[src/rtl/cr_osf_debug_step_ctl.sv]
// Debug-step controller for the output staging FIFO: registers the FIFO debug mode and,
// in single-step mode, issues one-word read grants, each held until the FIFO pops.
module cr_osf_debug_step_ctl #(
   parameter int unsigned            STEP_W      = 16,
   parameter int unsigned            STALL_W     = 20,
   parameter logic [STALL_W-1:0]     STALL_LIMIT = 20'hF_FFFF
) (
   input  logic              clk,
   input  logic              rst,
   input  logic [1:0]        reg_debug_mode,
   input  logic [STEP_W-1:0] reg_step_cnt,
   input  logic              reg_step_go,
   input  logic              fifo_pop,
   output logic [1:0]        fifo_debug_mode,
   output logic              single_step_rd,
   output logic              step_busy,
   output logic [STEP_W-1:0] steps_remaining,
   output logic              step_done,
   output logic              step_abort,
   output logic              go_err,
   output logic              step_stall,
   output logic [31:0]       total_steps
);

   typedef enum logic [1:0] {S_IDLE, S_GRANT, S_GAP} state_e;

   localparam logic [1:0] MODE_NORMAL = 2'd0;
   localparam logic [1:0] MODE_SS     = 2'd3;

   state_e              state_q, state_d;
   logic [1:0]          mode_q;
   logic [STEP_W-1:0]   rem_q, rem_d;
   logic [31:0]         total_q, total_d;
   logic [STALL_W-1:0]  stall_cnt_q, stall_cnt_d;
   logic                stall_q, stall_d;
   logic                done_q, done_d;
   logic                abort_q, abort_d;
   logic                goerr_q, goerr_d;
   logic                abort_req;

   // A mode change away from SS cancels the sequence in the same cycle it is registered.
   assign abort_req = (state_q != S_IDLE) && (reg_debug_mode != MODE_SS);

   always_comb begin
      state_d     = state_q;
      rem_d       = rem_q;
      total_d     = total_q;
      stall_cnt_d = stall_cnt_q;
      stall_d     = stall_q;
      done_d      = 1'b0;
      abort_d     = 1'b0;
      goerr_d     = 1'b0;

      if (reg_step_go) begin
         if ((state_q != S_IDLE) || (mode_q != MODE_SS)) begin
            goerr_d = 1'b1;
         end else begin
            stall_d = 1'b0;
            rem_d   = reg_step_cnt;
            if (reg_step_cnt == '0) begin
               done_d = 1'b1;
            end else begin
               state_d     = S_GRANT;
               stall_cnt_d = '0;
            end
         end
      end

      case (state_q)
         S_GRANT: begin
            if (fifo_pop) begin
               rem_d   = rem_q - STEP_W'(1);
               total_d = total_q + 32'd1;
               if (rem_q == STEP_W'(1)) begin
                  state_d = S_IDLE;
                  done_d  = !abort_req;
               end else begin
                  state_d = S_GAP;
               end
            end else if (stall_cnt_q != STALL_LIMIT) begin
               stall_cnt_d = stall_cnt_q + STALL_W'(1);
               if (stall_cnt_d == STALL_LIMIT) stall_d = 1'b1;
            end
         end
         S_GAP: begin
            // One deasserted cycle between words so the gating sees each grant edge.
            state_d     = S_GRANT;
            stall_cnt_d = '0;
         end
         default: ;
      endcase

      if (abort_req) begin
         state_d = S_IDLE;
         abort_d = 1'b1;
      end
   end

   always_ff @(posedge clk or posedge rst) begin
      if (rst) begin
         state_q     <= S_IDLE;
         mode_q      <= MODE_NORMAL;
         rem_q       <= '0;
         total_q     <= '0;
         stall_cnt_q <= '0;
         stall_q     <= 1'b0;
         done_q      <= 1'b0;
         abort_q     <= 1'b0;
         goerr_q     <= 1'b0;
      end else begin
         state_q     <= state_d;
         mode_q      <= reg_debug_mode;
         rem_q       <= rem_d;
         total_q     <= total_d;
         stall_cnt_q <= stall_cnt_d;
         stall_q     <= stall_d;
         done_q      <= done_d;
         abort_q     <= abort_d;
         goerr_q     <= goerr_d;
      end
   end

   assign fifo_debug_mode = mode_q;
   assign single_step_rd  = (state_q == S_GRANT);
   assign step_busy       = (state_q != S_IDLE);
   assign steps_remaining = rem_q;
   assign step_done       = done_q;
   assign step_abort      = abort_q;
   assign go_err          = goerr_q;
   assign step_stall      = stall_q;
   assign total_steps     = total_q;

endmodule
[config.mk]
export PLATFORM = sky130hd
export DESIGN_NAME = cr_osf_debug_step_ctl
export DESIGN_NICKNAME = d
export VERILOG_FILES = /design/src/rtl/cr_osf_debug_step_ctl.sv
export SDC_FILE = /design/constraint.sdc
export NUM_CORES = 1
export LEC_CHECK = 0
export ABC_AREA = 1
export CORE_UTILIZATION = 54
export CTS_CLUSTER_SIZE = 30
export DETAILED_ROUTE_END_ITERATION = 8
export GPL_TIMING_DRIVEN = 0
export HOLD_SLACK_MARGIN = 0.02
export PLACE_DENSITY = 0.9
export SYNTH_ARGS = -nofsm -noshare
export SYNTH_HDL_FRONTEND = slang
export SYNTH_SLANG_ARGS = --single-unit
[constraint.sdc]
create_clock -name clk -period 2.5 [get_ports clk]
set_input_delay 0.25 -clock clk [delete_from_list [all_inputs] [get_ports clk]]
set_output_delay 0.25 -clock clk [all_outputs]
set_load 0.01 [all_outputs]
Word-level counts from Yosys, hierarchy flattened

Cells that the tools add are included.

Bits of input ports: 22
Logic and storage cells: 57
Output and inout bits: 56
Bits in registers: 76

Equal/unequal tests: 7
Add/sub/neg operators: 3
Reductions and logical operators: 6
Muxes and demuxes: 32

Operators with widths:

| operator                | number |
|---|---|
| $mux W20                | 5 |
| $mux W16                | 4 |
| $pmux W20 S2            | 1 |
| $add A32 B1 Y32 const B | 1 |
| $add A20 B1 Y20 const B | 1 |
| $eq A20 B20 Y1 const B  | 1 |
| $ne A20 B20 Y1 const B  | 1 |
| $eq A16 B1 Y1 const B   | 1 |
| $logic_not A16 Y1       | 1 |
| $sub A16 B1 Y16 const B | 1 |
| $mux W1                 | 15 |
| $mux W2                 | 6 |
| $ne A2 B2 Y1 const B    | 2 |
| $pmux W2 S2             | 1 |
| $eq A2 B1 Y1 const B    | 1 |
| $eq A2 B2 Y1 const B    | 1 |
| $reduce_and A2 Y1       | 1 |
| $reduce_bool A2 Y1      | 1 |
| $logic_and A1 B1 Y1     | 1 |
| $logic_not A1 Y1        | 1 |
| $logic_or A1 B1 Y1      | 1 |

Logic depth before layout (Yosys ltp)

Gate-level depths: netlist of run 1.

Word-level depth: 8
Gate-level depth with buffers: 13

Least setup slack after synthesis of run 1

OpenSTA, ideal clock, no wires.

Path type: register -> register
Start point: register state_q[1]
End point: register total_q[24], in the netlist total_steps[24]
Arrival: 1711 ps
Clock period less this slack: 1829 ps
Setup slack: 671 ps
Stages on the path, launching flop included: 11
Setup time: 118 ps
Cells stage by stage: dfrtp_1 inv_1 ha_1 nand2_2 nor2_4 nand3_2 or2_1 nor2_4 nand2_1 xor2_1 inv_1

Cells in the longest elaborated chain, start to end: 2

RTL lines:

| item                               | line | RTL |
|---|---|---|
| start, declared                    | 30   | `state_e state_q, state_d;` |
| start signal, assigned             | 111  | `state_q <= state_d;` |
| $eq A2 B1 Y1                       | -    |  |
| via single_step_rd                 | 15   | `output logic single_step_rd,` |
| $reduce_and A2 Y1 (no source line) | -    |  |
| end signal, assigned               | 114  | `total_q <= total_d;` |
| end, declared                      | 33   | `logic [31:0] total_q, total_d;` |

The timed path passes the listed nets, and every way through them passes these cells.
A chain may end at the register's enable or synchronous reset.

Final worst setup path of run 1

Start point: register state_q[0]
End point: register rem_q[8], in the netlist steps_remaining[8]

Cells in the longest elaborated chain, start to end: 6
Elaborated cells on any way between the ends: 7

RTL lines:

| item                 | line | RTL |
|---|---|---|
| $reduce_bool A2 Y1   | 55   | `if ((state_q != S_IDLE) \|\| (mode_q != MODE_SS)) begin` |
| $logic_or A1 B1 Y1   | 55   |  |
| $mux W16             | 55   |  |
| $mux W16             | 54   | `if (reg_step_go) begin` |
| $mux W16             | 71   | `if (fifo_pop) begin` |
| $mux W16 *           | 69   | `case (state_q)` |
| via rem_d[8]         | 32   | `logic [STEP_W-1:0] rem_q, rem_d;` |
| end signal, assigned | 113  | `rem_q <= rem_d;` |
| end, declared        | 32   |  |

Mark *: on every way through the listed nets, which the timed path passes. The rest lies on a longest branch.

==> results.toml, run 1 <==
[global_routing]
groute.usage.overall_pct = 28.4
pin_count_of_the_biggest_net_entering_global_routing = 47
wire_length_of_the_first_global_routing_pass_um = 21900
first_global_vias = 4737
gr-total-overflow = 0
antenna_violations_before_repair = 0

[placed_design]
dp.cells = 870
portBuffers = 77
gp_congestion = 0.901
hpwl_um = 9530

[critical_path]
worst-path-max-fanout = 10
crit_type = "flop to flop"
startpoint_class = "flop"
cp_data_required_time_ps = 2770
crit_path_end_kind = "flop"
critical_path_arrival_ps = 2520

[yosys]
post_synth_instance_area_mm2 = 0.00485
dominantRegCellSynth = "sky130_fd_sc_hd__dfrtp_1"
synthDominantCellAreaShare_pct = 39.2
yosysSeqAreaShare_pct = 39.2
post_synth_inst_count = 684
ys_seq_elements = 76
syn-mean-instance-area_um2 = 7.10
synth.largest_area_cell = "sky130_fd_sc_hd__dfrtp_1"
yosysWarningCount = 0
syn_nets = 714
async_reset_ff_share_pct = 100
netlist_top_cells_area = "sky130_fd_sc_hd__dfrtp_1 39%, sky130_fd_sc_hd__nand2_1 15%, sky130_fd_sc_hd__inv_1 6.3%, sky130_fd_sc_hd__nor2_1 5.7%, sky130_fd_sc_hd__nand3_1 5.5%"
yosysUniqueCellTypes = 42
synth-edff-count = 0

[timing]
period_utilization_pct = 90.2
timing.final.setup_violations = 0
fin_skew_ps = 11.3
tightest_slew_ps = 578
final.min_clock_period_ps = 2250
final_number_of_hold_violating_endpoints = 0
max-slew-margin-rel_pct = 61.5
rsz0062_at_grt = "no"
maxSlewViolCount = 0
clock.fmax_ghz = 0.443

[cts]
postCtsSetupBuffers = 0
cts_made_buffers = 9
post_cts_resized = 0
tritoncts = "yes"
cts.reportedPaths.clkPinSlew_ps = 80
post_cts_hold_buffer_count = 0
sink_count = 76
clock_path_buffers = 2
clockRootBuffer = "sky130_fd_sc_hd__clkbuf_8"
clk_latency_ps = 360
maximum_level_of_the_cts_h_tree = 3

[finish]
layout.cells.most_common = "sky130_fd_sc_hd__nand2_1"
finalNonFillerCells = 885
final-seq-area_mm2 = 0.00190
mostFrequentLayoutCells = "199 x sky130_fd_sc_hd__nand2_1, 80 x sky130_fd_sc_hd__inv_1, 77 x sky130_fd_sc_hd__clkdlybuf4s50_1"
layout.core_utilization_pct = 68.8
flow.area_growth_from_synthesis_pct = 23.7
multiInputGateArea_mm2 = 0.00254
final_nets = 803
post_route_cells_drive_above_1_share_pct = 7.59
num-fill-cells = 721
n_antenna_cell = 0

[power]
cellPowerDensity_mw_per_mm2 = 831
ir_drop_mv = 0.655
total_leakage_power_nw = 2.84

[die]
coreArea_mm2 = 0.00872
total_die_area_mm2 = 0.00937
number_of_standard_cell_rows_in_the_floorplan = 34
die_w_um = 96.8
die_height_um = 96.8
initial_util_pct = 55.7
ioPinCount = 78

[route]
drcViolationCount = 0
wl_per_cell_um = 14.6
totalWireLength_um = 12900
vias_per_cell = 5.59
initialDrtViolationCount = 497
route.vias.total = 4951
drt.antenna.violating_nets = 0
drt_pass1_iterations = 5

[outcome]
outcome = "finished clean"

[flow_run]
max_cap_violations = 0

[worst_hold_path]
min_path_type = "primary input to async pin"
[synth_stat cells (3+ instances only)]
master	instances
sky130_fd_sc_hd__a22oi_1	3
sky130_fd_sc_hd__nand4_1	15
sky130_fd_sc_hd__o21ai_1	4
sky130_fd_sc_hd__nand2_1	199
sky130_fd_sc_hd__o21ai_0	39
sky130_fd_sc_hd__ha_1	8
sky130_fd_sc_hd__nand2_2	7
sky130_fd_sc_hd__o211ai_1	3
sky130_fd_sc_hd__dfrtp_1	76
sky130_fd_sc_hd__a21oi_1	15
sky130_fd_sc_hd__nor2_4	4
sky130_fd_sc_hd__nor3_1	12
sky130_fd_sc_hd__buf_2	6
sky130_fd_sc_hd__xnor2_1	11
sky130_fd_sc_hd__nor2_1	74
sky130_fd_sc_hd__nor2_2	9
sky130_fd_sc_hd__xor2_1	21
sky130_fd_sc_hd__a211oi_1	4
sky130_fd_sc_hd__clkbuf_1	7
sky130_fd_sc_hd__inv_2	4
sky130_fd_sc_hd__inv_1	81
sky130_fd_sc_hd__o22ai_1	3
sky130_fd_sc_hd__a31oi_1	4
sky130_fd_sc_hd__nand3_1	53
[report_power, final]
part	internal (mW)	total (mW)	switching, mW
logic	0.882	2.12	1.24
clock network	0.558	1.04	0.483
registers	1.50	1.82	0.321
[sequential cells by signal, summed over array words and instances (netlist names)]
| name | flops |
|---|---|
| fifo_debug_mode | 2 |
| go_err | 1 |
| stall_cnt_q | 20 |
| state_q | 2 |
| step_abort | 1 |
| step_done | 1 |
| step_stall | 1 |
| steps_remaining | 16 |
| total_steps | 32 |
[per-layer routing]
| layer | GRT usage [%] | vias up | routed length, µm |
|---|---|---|---|
| met4 | 13.4 | 0 | 440 |
| li1 | - | 2361 | - |
| met5 | 0 | - | 0 |
| met1 | 37.0 | 2295 | 5410 |
| met2 | 46.7 | 253 | 6150 |
| met3 | 3.76 | 42 | 901 |
[layout make-up]
| class | count | area share, % |
|---|---|---|
| buffer | 16 | 1.38 |
| clock buffer | 9 | 2.06 |
| clock inverter | 6 | 1.48 |
| inverter | 87 | 5.52 |
| multi-input combinational | 505 | 42.3 |
| sequential | 76 | 31.7 |
| tap | 108 | 2.25 |
| timing repair buffer | 78 | 13.3 |
[logic make-up (layout without fill, tap and decap cells)]
family	after synthesis	after routing	synth area share, %
AOI/OAI and AO/OA	79	79	9.07
xor gates and xnor gates	32	32	5.77
adders and majority gates	8	8	2.06
buffers and inverters	103	196	8.48
DFF	76	76	39.2
and+or+nand+nor	386	386	35.4
[worst paths after layout]
path / start / endpoint / slack, ps / depth (start not counted)
min in group clk: reg_debug_mode[0] / fifo_debug_mode[0] / 360 / 1
max in group asynchronous: rst / steps_remaining[4] / 1690 / 3
max: state_q[0] / steps_remaining[8] / 250 / 9
max reg2reg: state_q[0] / steps_remaining[8] / 250 / 9
min: rst / stall_cnt_q[0] / 250 / 2
min reg2reg: total_steps[31] / total_steps[31] / 470 / 1
[per-stage QoR]
stage          area, µm²  hold WS [ps]  TNS (ps)  setup slack [ps]  total power [mW]
6_report            6000           250         0               245              4.99
5_1_grt             6000           301         0               104              5.30
4_1_cts             6000           270         0               306              4.95
3_5_place_dp        5790           467         0               334              3.91
3_3_place_gp        5760           461    -71550              -945              3.82
2_1_floorplan       4850           281         0               312              3.07
[critical path: stages, from the launching register on]
cell	delay, ps
sky130_fd_sc_hd__dfrtp_1	360
sky130_fd_sc_hd__inv_1	80
sky130_fd_sc_hd__ha_1	240
sky130_fd_sc_hd__inv_1	100
sky130_fd_sc_hd__nor2_1	60
sky130_fd_sc_hd__nand2_1	110
sky130_fd_sc_hd__clkbuf_1	390
sky130_fd_sc_hd__clkbuf_1	440
sky130_fd_sc_hd__a211oi_1	170
sky130_fd_sc_hd__a31oi_1	210
(Power assumes the default switching activity.)
==> inputs of run 2 (changes only) <==
CTS_CLUSTER_DIAMETER = 120   (was default)
GPL_TIMING_DRIVEN = default   (was 0)
==> run 2 against run 1 <==
  * Wire length is 0.40% lower
  * Worst setup slack better by 71 ps
  * Cell area fell by 1.4%
  * Critical path depth rose by 1
  * Combinational power about the same
  * Cell count decreased by 1.1%
  * Die area unchanged
  * Via count is 2.6% lower
==> results.toml, run 2 (same netlist as run 1, synthesis figures left out) <==
[finish]
final_nets = 792
mostFrequentLayoutCells = "199 x sky130_fd_sc_hd__nand2_1, 80 x sky130_fd_sc_hd__inv_1, 77 x sky130_fd_sc_hd__clkdlybuf4s50_1"
flow.area_growth_from_synthesis_pct = 21.9
layout.core_utilization_pct = 67.8
n_antenna_cell = 0
largest_register_ff_count = 32
finalNonFillerCells = 875
final_design_area_no_fill_mm2 = 0.00592
post_route_cells_drive_above_1_share_pct = 7.43
layout.cells.most_common = "sky130_fd_sc_hd__nand2_1"
num-fill-cells = 698

[placed_design]
hpwl_um = 9440
gp_congestion = 0.948
dp.cells = 859
placedInstanceArea_mm2 = 0.00573
portBuffers = 77

[die]
die_height_um = 96.8
coreArea_mm2 = 0.00872
initial_util_pct = 55.7
total_die_area_mm2 = 0.00937
die_w_um = 96.8
number_of_standard_cell_rows_in_the_floorplan = 34
ioPinCount = 78

[power]
ir_drop_mv = 0.609
cellPowerDensity_mw_per_mm2 = 814
fin_total_pwr_mw = 4.82
total_leakage_power_nw = 2.80

[timing]
rsz0062_at_grt = "no"
setup_tns_ps = 0
fin_skew_ps = 17.9
maxSlewViolCount = 0
period_utilization_pct = 87.4
tightest_slew_ps = 429
final_number_of_hold_violating_endpoints = 0
max-slew-margin-rel_pct = 71.3
clock.fmax_ghz = 0.458
final.min_clock_period_ps = 2180
timing.final.setup_violations = 0

[cts]
maximum_level_of_the_cts_h_tree = 3
sink_count = 76
tritoncts = "yes"
post_cts_hold_buffer_count = 0
clk_latency_ps = 370
cts_made_buffers = 9
clockRootBuffer = "sky130_fd_sc_hd__clkbuf_8"
postCtsSetupBuffers = 0
cts.reportedPaths.clkPinSlew_ps = 100
clock_path_buffers = 2
post_cts_resized = 0

[global_routing]
pin_count_of_the_biggest_net_entering_global_routing = 77
first_global_vias = 4732
antenna_violations_before_repair = 0
groute.usage.overall_pct = 27.9
wire_length_of_the_first_global_routing_pass_um = 21400
gr-total-overflow = 0

[critical_path]
cp_data_required_time_ps = 2740
critical_path_arrival_ps = 2420
reg2reg_slack_ps = 320
startpoint_class = "flop"
crit_path_end_kind = "flop"
crit_type = "flop to flop"
worst-path-max-fanout = 12

[flow_run]
max_cap_violations = 0

[route]
route.vias.total = 4823
vias_per_cell = 5.51
drt.antenna.violating_nets = 0
totalWireLength_um = 12900
initialDrtViolationCount = 361
wl_per_cell_um = 14.7
drt_pass1_iterations = 6
drcViolationCount = 0

[outcome]
outcome = "finished clean"

[worst_hold_path]
min_path_type = "primary input to async pin"
-- run 2: cell types whose count changed in the layout (fill, tap and decap cells not counted), sizes merged --
cell    delta
buf        -4
clkbuf     -7
bufinv     -2
inv        +3
-- run 2: layout make-up --
class,instances,area (µm²),share of cell area [%]
Clock inverter,7,57.6,0.973
Tap cell,108,135,2.28
Multi-Input combinational cell,505,2540,42.9
Sequential cell,76,1900,32.1
Clock buffer,9,124,2.09
Timing Repair Buffer,83,828,14.0
Inverter,87,329,5.56
-- run 2: power by group --
| part | leakage, nW | switching (mW) | internal, mW | total [mW] |
|---|---|---|---|---|
| Combinational | 1.72 | 1.22 | 0.865 | 2.09 |
| Sequential | 0.994 | 0.319 | 1.50 | 1.82 |
| Clock | 0.0886 | 0.538 | 0.376 | 0.915 |
-- run 2: final timing paths --
kind,cells past startpoint,end,start
max in group asynchronous,3,stall_cnt_q[14],rst
worst min register to register,1,total_steps[31],total_steps[31]
worst min-delay path,3,total_steps[31],rst
worst max register to register,10,total_steps[27],state_q[1]
min in group clk,1,fifo_debug_mode[0],reg_debug_mode[0]
worst max-delay path,10,total_steps[27],state_q[1]
-- run 2: worst max-delay path: stages, from the launching register on --
cell and delay [ps]:
sky130_fd_sc_hd__dfrtp_1 410, sky130_fd_sc_hd__inv_1 90, sky130_fd_sc_hd__ha_1 300, sky130_fd_sc_hd__nand2_2 250
sky130_fd_sc_hd__nor3_4 360, sky130_fd_sc_hd__nand3b_2 160, sky130_fd_sc_hd__inv_2 90, sky130_fd_sc_hd__nand2_2 90
sky130_fd_sc_hd__nor2_4 130, sky130_fd_sc_hd__nand2_1 70, sky130_fd_sc_hd__xnor2_1 120
-- run 2: metal layers --
| layer | vias up | share of wire [%] | GRT usage (%) | routed length, µm |
|---|---|---|---|---|
| met5 | - | 0 | 0 | 0 |
| met4 | 0 | 3.1 | 13.5 | 392 |
| met3 | 39 | 5.6 | 4.12 | 722 |
| met2 | 214 | 50 | 47.8 | 6390 |
| met1 | 2234 | 42 | 34.4 | 5340 |
| li1 | 2336 | - | - | - |
-- run 2: metrics by stage --
stage	hold slack, ps	setup WS [ps]
after floorplan	281	312
after global placement	463	447
after detailed placement	486	345
after CTS	311	328
after global routing	327	176
final	293	316
